**config.mk**
```make
export PLATFORM = sky130hd
export DESIGN_NAME = vga_timing_gen
export DESIGN_NICKNAME = d
export VERILOG_FILES = /design/src/rtl/vga_timing_gen.sv
export SDC_FILE = /design/constraint.sdc
export NUM_CORES = 1
export LEC_CHECK = 0
export CAP_MARGIN = 40
export CELL_PAD_IN_SITES_DETAIL_PLACEMENT = 2
export CELL_PAD_IN_SITES_GLOBAL_PLACEMENT = 2
export CORE_MARGIN = 2
export CORE_UTILIZATION = 31
export DETAILED_ROUTE_END_ITERATION = 16
export GPL_TIMING_DRIVEN = 1
export PLACE_DENSITY_LB_ADDON = 0.1
export SYNTH_ARGS = -nofsm -noshare
export SYNTH_HDL_FRONTEND = slang
export SYNTH_SLANG_ARGS = --single-unit
```
**constraint.sdc**
```tcl
create_clock -name clk -period 1.95 [get_ports clk]
set_input_delay 0.195 -clock clk [delete_from_list [all_inputs] [get_ports clk]]
set_output_delay 0.195 -clock clk [all_outputs]
set_load 0.02 [all_outputs]
```
**src/rtl/vga_timing_gen.sv**
```systemverilog
// Parametrised VGA/DVI raster timing generator: h/v counters, a request port that
// leads the display by LEAD pixel ticks, and registered, mutually aligned sync/DE/RGB.
module vga_timing_gen #(
    parameter int H_ACTIVE = 640,
    parameter int H_FRONT  = 16,
    parameter int H_PULSE  = 96,
    parameter int H_BACK   = 48,
    parameter int V_ACTIVE = 480,
    parameter int V_FRONT  = 10,
    parameter int V_PULSE  = 2,
    parameter int V_BACK   = 33,
    parameter bit H_POL    = 1'b0,
    parameter bit V_POL    = 1'b0,
    parameter int CW       = 11,
    parameter int RW       = 3,
    parameter int GW       = 3,
    parameter int BW       = 2,
    parameter int LEAD     = 2
) (
    input  logic                clk,
    input  logic                rst,
    input  logic                pix_en,
    input  logic [RW+GW+BW-1:0] color,
    output logic                req,
    output logic [CW-1:0]       req_x,
    output logic [CW-1:0]       req_y,
    output logic                line_start,
    output logic                frame_start,
    output logic [15:0]         frame_count,
    output logic                hsync,
    output logic                vsync,
    output logic                de,
    output logic [RW-1:0]       red,
    output logic [GW-1:0]       green,
    output logic [BW-1:0]       blue
);

    localparam int H_TOTAL = H_ACTIVE + H_FRONT + H_PULSE + H_BACK;
    localparam int V_TOTAL = V_ACTIVE + V_FRONT + V_PULSE + V_BACK;
    localparam int CFW     = RW + GW + BW;

    localparam logic [CW-1:0] H_LAST = CW'(H_TOTAL - 1);
    localparam logic [CW-1:0] V_LAST = CW'(V_TOTAL - 1);

    // One extra bit so window ends equal to the line/frame total cannot wrap.
    localparam logic [CW:0] H_VIS  = (CW+1)'(H_ACTIVE);
    localparam logic [CW:0] V_VIS  = (CW+1)'(V_ACTIVE);
    localparam logic [CW:0] HS_BEG = (CW+1)'(H_ACTIVE + H_FRONT);
    localparam logic [CW:0] HS_END = (CW+1)'(H_ACTIVE + H_FRONT + H_PULSE);
    localparam logic [CW:0] VS_BEG = (CW+1)'(V_ACTIVE + V_FRONT);
    localparam logic [CW:0] VS_END = (CW+1)'(V_ACTIVE + V_FRONT + V_PULSE);

    logic [CW-1:0]  h_q, h_d;
    logic [CW-1:0]  v_q, v_d;
    logic [15:0]    frame_count_q, frame_count_d;
    logic           hsync_q, hsync_d;
    logic           vsync_q, vsync_d;
    logic           de_q, de_d;
    logic [RW-1:0]  red_q, red_d;
    logic [GW-1:0]  green_q, green_d;
    logic [BW-1:0]  blue_q, blue_d;

    logic [CW:0]    h_ext, v_ext;
    logic           vis, hs_act, vs_act;
    logic [2:0]     stage_in;   // {hs_act, vs_act, vis}
    logic [2:0]     tail;       // stage_in delayed by LEAD-1 ticks

    // NOTE: every combinational output gets a default first, so no path leaves it unassigned (no latch).
    always_comb begin
        h_d           = h_q;
        v_d           = v_q;
        frame_count_d = frame_count_q;
        if (pix_en) begin
            if (h_q == H_LAST) begin
                h_d = '0;
                if (v_q == V_LAST) begin
                    v_d           = '0;
                    frame_count_d = frame_count_q + 16'd1;
                end else begin
                    v_d = v_q + 1'b1;
                end
            end else begin
                h_d = h_q + 1'b1;
            end
        end
    end

    assign h_ext    = {1'b0, h_q};
    assign v_ext    = {1'b0, v_q};
    assign vis      = (h_ext < H_VIS) && (v_ext < V_VIS);
    assign hs_act   = (h_ext >= HS_BEG) && (h_ext < HS_END);
    assign vs_act   = (v_ext >= VS_BEG) && (v_ext < VS_END);
    assign stage_in = {hs_act, vs_act, vis};

    assign req         = pix_en && vis;
    assign req_x       = req ? h_q : '0;
    assign req_y       = req ? v_q : '0;
    assign line_start  = pix_en && (h_q == '0) && (v_ext < V_VIS);
    assign frame_start = pix_en && (h_q == '0) && (v_q == '0);

    // The output register is the last of the LEAD stages, so only LEAD-1 sit in front of it.
    if (LEAD == 1) begin : g_no_pipe
        assign tail = stage_in;
    end else begin : g_pipe
        logic [2:0] pipe_q [LEAD-1];
        logic [2:0] pipe_d [LEAD-1];

        always_comb begin
            pipe_d = pipe_q;
            if (pix_en) begin
                pipe_d[0] = stage_in;
                for (int i = 1; i < LEAD - 1; i++) begin
                    pipe_d[i] = pipe_q[i-1];
                end
            end
        end

        // NOTE: this small shift register is reset, unlike a RAM, so no stale sync/DE leaks out after reset.
        always_ff @(posedge clk or posedge rst) begin
            if (rst) begin
                for (int i = 0; i < LEAD - 1; i++) begin
                    pipe_q[i] <= '0;
                end
            end else begin
                pipe_q <= pipe_d;
            end
        end

        assign tail = pipe_q[LEAD-2];
    end

    always_comb begin
        hsync_d = hsync_q;
        vsync_d = vsync_q;
        de_d    = de_q;
        red_d   = red_q;
        green_d = green_q;
        blue_d  = blue_q;
        if (pix_en) begin
            hsync_d = tail[2] ? H_POL : ~H_POL;
            vsync_d = tail[1] ? V_POL : ~V_POL;
            de_d    = tail[0];
            red_d   = tail[0] ? color[CFW-1 -: RW]   : '0;
            green_d = tail[0] ? color[GW+BW-1 -: GW] : '0;
            blue_d  = tail[0] ? color[BW-1:0]        : '0;
        end
    end

    // NOTE: state registers use non-blocking assignments so every flop samples pre-edge values.
    always_ff @(posedge clk or posedge rst) begin
        if (rst) begin
            h_q           <= '0;
            v_q           <= '0;
            frame_count_q <= '0;
            hsync_q       <= ~H_POL;
            vsync_q       <= ~V_POL;
            de_q          <= 1'b0;
            red_q         <= '0;
            green_q       <= '0;
            blue_q        <= '0;
        end else begin
            h_q           <= h_d;
            v_q           <= v_d;
            frame_count_q <= frame_count_d;
            hsync_q       <= hsync_d;
            vsync_q       <= vsync_d;
            de_q          <= de_d;
            red_q         <= red_d;
            green_q       <= green_d;
            blue_q        <= blue_d;
        end
    end

    assign frame_count = frame_count_q;
    assign hsync       = hsync_q;
    assign vsync       = vsync_q;
    assign de          = de_q;
    assign red         = red_q;
    assign green       = green_q;
    assign blue        = blue_q;

endmodule

```
==> out/metrics.cfg, run 1 <==
[global_routing]
antenna_found_initial = 0
grt_pass1_wl_mm = 15.06
grt_pass1_vias = 2752
grt_max_degree = 53
grt_overflow = 0
track_usage = 0.1956

[clock_tree]
cts.hold.buffers_added = 0
cts_tree = done
cts_buffers = 5
clkLatencyLatePin_ns = 0.32
clk_pin_slew_ns = 0.11
root_buffer = clkbuf_8
htreeDepth = 2
cts_buffer_depth = 2
cts.sinks = 52

[sta]
finalSetupTns_ns = -3.807
skew_ns = 0.01152
fmax_ghz = 0.4701
setup-violations-final = 41
rsz0062_at_grt = yes
hold_viol = 0
min_period_over_period = 1.091
final_max_slew_viol_count = 0
whs_ns = 0.2281
fin_crit_ns = 2.127
finalWorstSetupSlack_ns = -0.1774

[setup_path]
crit_top_cell = buf_6
slowest_delay_ns = 0.42
worstSetupStartpointType = flop
cp.arrival_ns = 1.93
cp_max_fo = 8
end_kind = primary output
path_class = flop to primary output
crit_required_ns = 1.75
path_cells = and4_1 -> or3_4 -> nor2_4 -> buf_6 -> and2_4 -> buf_6
crit_slowest_cell = or3_4

[floorplan]
die_area_sq_um = 9758
die_w_um = 98.79
die_h_um = 98.79
coreArea_sq_um = 8721
floorplan.rows = 34
ioPinCount = 63
start_util = 0.3194

[logic_synthesis]
synth_top_area_frac = 0.4492
synth-main-ff-cell = dfrtp_1
ys_warn_count = 0
synthCells = 270
yosys.area.top_type = dfrtp_1
ys_types = 41
synth-seq-cells = 52
synth-async-reset-ratio = 1.000
synth.cell_area_sq_um = 2785
synth.most_common_cell = dfrtp_1
ys_seq_area_frac = 0.4681
synth_area_per_cell_sq_um = 10.32
synth_common_cells = 50 x dfrtp_1, 21 x and2_1, 20 x xnor2_1, 18 x nand3_1, 15 x nand4_1
synthTopCellsByArea = dfrtp_1 45%, xnor2_1 6.3%, and2_1 4.7%, nand4_1 3.4%, nand3_1 3.2%
synth_edf_count = 0

[route]
ant_nets = 0
vias = 2539
dr.pass1.iters = 4
drt_wl_total_mm = 10.15
drtIter0Drc = 55
vias_per_cell = 5.150
avgRoutedWirePerCell_um = 20.58
drc = 0

[hold_path]
hold_class = input pin to asynchronous set/reset pin

[place]
dp_hpwl_mm = 6.352
dpl.cell_count = 470
placed_area_sq_um = 3822
portBuffers = 59
finalWeightedCongestion = 0.7923
preCtsSetupSlack_ns = -0.4009

[layout]
drive_above_1_share = 0.3766
diodes = 0
nNetsFinal = 401
final_cell_count_no_fill = 493
post-route-util = 0.4994
seqCellArea_sq_um = 1304
fin_area_sq_um = 4355
syn2layout_area_growth_pct = 56.38
multiInputGateArea_sq_um = 1585
num-fill-cells = 892

[power]
power_mw = 2.822
cellPowerDensity_nw_per_um2 = 648.0
ir_worst_vdd_mv = 0.4806
p_leak_nw = 1.963

[status]
outcome = finished with violations
violations = negative setup slack

[flow_run]
drv_cap = 0

-- metal layers --
layer  GRT usage  routed length (um)
met1      0.2494                4267
met3     0.03688                 342
met5           0                   0
met2      0.3503                5440
met4     0.03161                  97
-- cell type report --
cell class,count,area share
Clock buffer,6,0.01666
Clock inverter,2,0.008905
Inverter,12,0.01034
Multi-Input combinational cell,192,0.3640
Sequential cell,52,0.2993
Tap cell,108,0.03103
Timing Repair Buffer,121,0.2698
-- layout by cell type (no fill, tap or decap), types with 4 or more instances in the layout --
cell / instances
a22o_1: 8
and2_1: 6
and2_4: 15
and3_1: 8
and4_1: 5
buf_4: 53
buf_6: 25
clkbuf_8: 5
clkdlybuf4s50_1: 37
dfrtp_1: 50
inv_1: 7
inv_2: 5
nand2_1: 9
nand3_1: 13
nand3_2: 5
nand4_1: 15
nor2_1: 12
nor4_4: 4
o21ai_1: 6
or3_1: 4
xnor2_1: 20
xor2_1: 7
-- registers in the layout, indices dropped and copies added (netlist names) --
signal,count
blue,2
de,1
frame_count,16
g_pipe.pipe_q,3
green,3
h_q,11
hsync,1
red,3
v_q,11
vsync,1
-- worst paths after layout --
check,from,endpoint,slack [ns],depth (start not counted)
max,v_q[5],req_x[8],-0.18,6
min,rst,frame_count[15],0.23,3
max reg2reg,h_q[1],frame_count[13],-0.11,9
min reg2reg,frame_count[15],frame_count[15],0.48,1
max in group asynchronous,rst,vsync,1.42,3
min in group clk,color[0],blue[0],0.48,2
-- timing repair --
action	in CTS	in global routing
setup endpoints to repair	29	43
gates resized for setup	156	46
gates cloned	0	2
pin swaps	8	31
setup buffers	7	7
-- logic make-up (layout without fill, tap and decap cells) --
family	Yosys count	count (layout)	share of synthesized area
xor+xnor	27	27	0.08491
simple gates	122	122	0.2785
flops	52	52	0.4681
fa+ha+maj	6	6	0.02695
other cells	1	3	0.001346
compound gates	27	27	0.06379
mux	7	7	0.02695
buf+inv	28	141	0.04942
-- where the power goes --
part	switching (mW)	internal, mW	leakage, nW
logic	0.422	0.410	1.23
clock network	0.398	0.389	0.0558
registers	0.0553	1.15	0.673
-- worst max-delay path: cells and delay by family, from the launching register on --
family                 cells  cell delay (ns)
and+or+nand+nor            4             0.95
DFF                        1             0.41
buffers and inverters      2             0.26
Note: power is estimated with default switching activity, not from simulation.
==> inputs of run 2 (changes only) <==
SKIP_CTS_REPAIR_TIMING = 1   (was unset)
==> out/metrics.cfg, run 2 (synthesized netlist as in run 1, its figures left out) <==
[layout]
syn2layout_area_growth_pct = 50.54
diodes = 0
num-fill-cells = 912
mostFrequentLayoutCell = dfrtp_1
nNetsFinal = 393
largest_reg_flops = 16
drive_above_1_share = 0.3369
final_cell_mix = 50 x dfrtp_1, 49 x buf_4, 37 x clkdlybuf4s50_1

[sta]
finalWorstSetupSlack_ns = -0.1741
setup-violations-final = 21
fin_crit_ns = 2.124
min_period_over_period = 1.089
rsz0062_at_grt = yes
final_max_slew_viol_count = 0
skew_ns = 0.009148
fmax_ghz = 0.4708
finalSetupTns_ns = -2.053
hold_viol = 0
whs_ns = 0.2320

[global_routing]
grt_pass1_wl_mm = 14.37
antenna_found_initial = 0
grt_pass1_vias = 2713
grt_overflow = 0
grt_max_degree = 53
track_usage = 0.1864

[status]
violations = negative setup slack
outcome = finished with violations

[hold_path]
hold_class = input pin to asynchronous set/reset pin

[power]
switching_power_mw = 0.8447
p_int_mw = 1.922
p_leak_nw = 1.893
p_seq_frac = 0.434
combPwrFrac = 0.281
ir_worst_vdd_mv = 0.4764
switching_share = 0.3054
cellPowerDensity_nw_per_um2 = 659.8
clock_power_share = 0.285

[place]
portBuffers = 59
finalWeightedCongestion = 0.7923
dp_hpwl_mm = 6.352

[clock_tree]
cts_buffers = 5
clkLatencyLatePin_ns = 0.33
htreeDepth = 2
clk_pin_slew_ns = 0.10
cts_tree = done
root_buffer = clkbuf_8
cts.sinks = 52
cts_buffer_depth = 2

[floorplan]
die_area_sq_um = 9758
die_w_um = 98.79
die_h_um = 98.79
floorplan.rows = 34
ioPinCount = 63
coreArea_sq_um = 8721
start_util = 0.3194

[flow_run]
drv_cap = 0

[route]
drtIter0Drc = 37
ant_nets = 0
drc = 0
vias = 2500
drt_wl_total_mm = 9.541
avgRoutedWirePerCell_um = 19.67
vias_per_cell = 5.155
dr.pass1.iters = 4

[setup_path]
crit_slowest_cell = dfrtp_1
slowest_delay_ns = 0.39
cp_max_fo = 9
crit_required_ns = 1.75
cp.arrival_ns = 1.93
path_class = flop to primary output
end_kind = primary output
path_cells = and4_1 -> or3_4 -> nor2_4 -> buf_12 -> and2_1 -> buf_6
worstSetupStartpointType = flop

[run 2: worst paths after layout]
check / start / endpoint / slack, ns / cells after the start
min reg2reg: frame_count[15] / frame_count[15] / 0.48 / 1
min in group clk: color[0] / blue[0] / 0.47 / 2
max in group asynchronous: rst / hsync / 1.42 / 3
min: rst / frame_count[15] / 0.23 / 3
max: v_q[8] / req_y[3] / -0.17 / 6
max reg2reg: h_q[1] / frame_count[13] / 0.04 / 8
[run 2: cell type report]
type	count	area, sq um	area share
clock buffer	6	72.57	0.01731
clock inverter	2	38.79	0.009251
inverter	12	45.04	0.01074
multi-input combinational	192	1525	0.3638
sequential	52	1304	0.3110
tap	108	135.1	0.03223
timing repair buffer	113	1072	0.2557
[run 2: power by group through the flow]
| stage | logic (mW) | clock network, mW | registers [mW] |
|---|---|---|---|
| after floorplan | 0.292 | 0 | 1.23 |
| after global placement | 0.651 | 0 | 1.21 |
| after detailed placement | 0.666 | 0 | 1.21 |
| after CTS | 0.681 | 0.808 | 1.19 |
| after global routing | 0.846 | 0.859 | 1.21 |
| final | 0.777 | 0.787 | 1.20 |
[run 2: critical path: cells and delay by family, from the launching register on]
family,cells,cell delay (ns)
flip-flops,1,0.39
AND/OR/NAND/NOR,4,0.94
buffers and inverters,2,0.27
[run 2: through the flow]
stage	cells	util	total power, mW	worst slack [ns]	area (sq um)
3_5_place_dp	470	0.4383	1.879	-0.4009	3822
2_1_floorplan	272	-	1.527	0.1130	2799
5_1_grt	485	0.4808	2.918	-0.2319	4193
6_report	485	0.4808	2.766	-0.1741	4193
3_3_place_gp	470	0.4383	1.857	-0.2996	3822
4_1_cts	478	0.4511	2.681	-0.8527	3934
[run 2: routing by layer]
metal	wire length, um	GRT usage	share of wire
met1	4084	0.2430	0.43
met2	5103	0.3254	0.53
met3	288	0.03688	0.030
met4	65	0.03161	0.0068
met5	0	0	0
==> inputs of run 3 (changes only) <==
GPL_TIMING_DRIVEN = unset   (was 1)
MAX_ROUTING_LAYER = met4   (was unset)
==> out/metrics.cfg, run 3 (synthesized netlist as in run 1, its figures left out) <==
[global_routing]
antenna_found_initial = 0
track_usage = 0.1916
grt_pass1_vias = 2713
grt_overflow = 0
grt_pass1_wl_mm = 14.36
grt_max_degree = 53

[clock_tree]
clk_pin_slew_ns = 0.11
cts.sinks = 52
clkLatencyLatePin_ns = 0.33
root_buffer = clkbuf_8
htreeDepth = 2
cts_buffers = 5
cts_tree = done
cts_buffer_depth = 2

[route]
vias_per_cell = 5.132
drtIter0Drc = 59
drt_wl_total_mm = 9.561
avgRoutedWirePerCell_um = 19.71
ant_nets = 0
drc = 0
vias = 2489
dr.pass1.iters = 4

[place]
portBuffers = 59
finalWeightedCongestion = 0.8036
dp_hpwl_mm = 6.352
preCtsSetupSlack_ns = -0.4009

[layout]
syn2layout_area_growth_pct = 50.45
diodes = 0
final_cell_mix = 50 x dfrtp_1, 49 x buf_4, 37 x clkdlybuf4s50_1
nNetsFinal = 393
largest_reg_flops = 16
mostFrequentLayoutCell = dfrtp_1
drive_above_1_share = 0.3342

[hold_path]
hold_class = input pin to asynchronous set/reset pin

[status]
outcome = finished with violations
violations = negative setup slack

[setup_path]
path_class = flop to primary output
crit_required_ns = 1.75
worstSetupStartpointType = flop
cp_max_fo = 9
timing.reg2reg.setup_slack_ns = 0.04
cp.arrival_ns = 1.92
r2r_start = h_q[1]
end_kind = primary output
worstReg2RegEnd = frame_count[13]
ff2ff_path_depth = 8

[floorplan]
die_w_um = 98.79
ioPinCount = 63
die_h_um = 98.79
floorplan.rows = 34
die_area_sq_um = 9758
start_util = 0.3194
coreArea_sq_um = 8721

[sta]
rsz0062_at_grt = yes
hold_viol = 0
finalWorstSetupSlack_ns = -0.1665
setup-violations-final = 20
min_period_over_period = 1.085
fmax_ghz = 0.4725
final_max_slew_viol_count = 0
fin_crit_ns = 2.117
whs_ns = 0.2269
skew_ns = 0.01170

[power]
ir_worst_vdd_mv = 0.4774
cellPowerDensity_nw_per_um2 = 659.5
power_mw = 2.764
p_leak_nw = 1.892

[flow_run]
drv_cap = 0

[run 3: changes by cell type in the layout (fill, tap and decap cells not counted)]
cell    before  now
and2_1       8    9
and2_4      13   12
[run 3: worst max path at each step]
stage | startpoint | end | depth (start not counted)
2_1_floorplan | v_q[7] | req_x[9] | 6
5_1_grt | v_q[8] | req_y[3] | 6
6_report | v_q[8] | req_y[3] | 6
3_5_place_dp | pix_en | req_x[8] | 7
3_3_place_gp | h_q[1] | frame_start | 6
4_1_cts | h_q[1] | frame_start | 6
[run 3: through the flow]
stage | cell area (sq um) | setup TNS (ns) | utilization | instances
after global placement | 3822 | -5.451 | 0.4383 | 470
final | 4190 | -1.918 | 0.4805 | 485
after global routing | 4190 | -3.546 | 0.4805 | 485
after detailed placement | 3822 | -7.606 | 0.4383 | 470
after CTS | 3934 | -14.18 | 0.4511 | 478
after floorplan | 2799 | 0 | - | 272
[run 3: critical path: stages, from the launching register on]
cell and delay (ns):
dfrtp_1 0.39, and4_1 0.22, or3_4 0.37, nor2_4 0.17, buf_12 0.14, and2_1 0.17, buf_6 0.13
[run 3: where the power goes]
part | leakage (nW) | switching [mW] | internal, mW
Clock | 0.0558 | 0.395 | 0.389
Sequential | 0.673 | 0.0534 | 1.15
Combinational | 1.16 | 0.394 | 0.385
Total | 1.89 | 0.842 | 1.92
[run 3: layer usage]
layer  global-route usage  share of wire  wire length (um)
met2               0.3243           0.53              5088
met3              0.02624          0.030               288
met1               0.2443           0.43              4120
met4              0.04426         0.0066                63
met5                    -              0                 0
[run 3: layout make-up]
cell class	instances	area, sq um
repair buffers	113	1072
fillers	913	4531
well taps	108	135.1
inverters	12	45.04
flip-flops and latches	52	1304
clock buffers	6	72.57
clock inverters	2	38.79
multi-input cells	192	1523
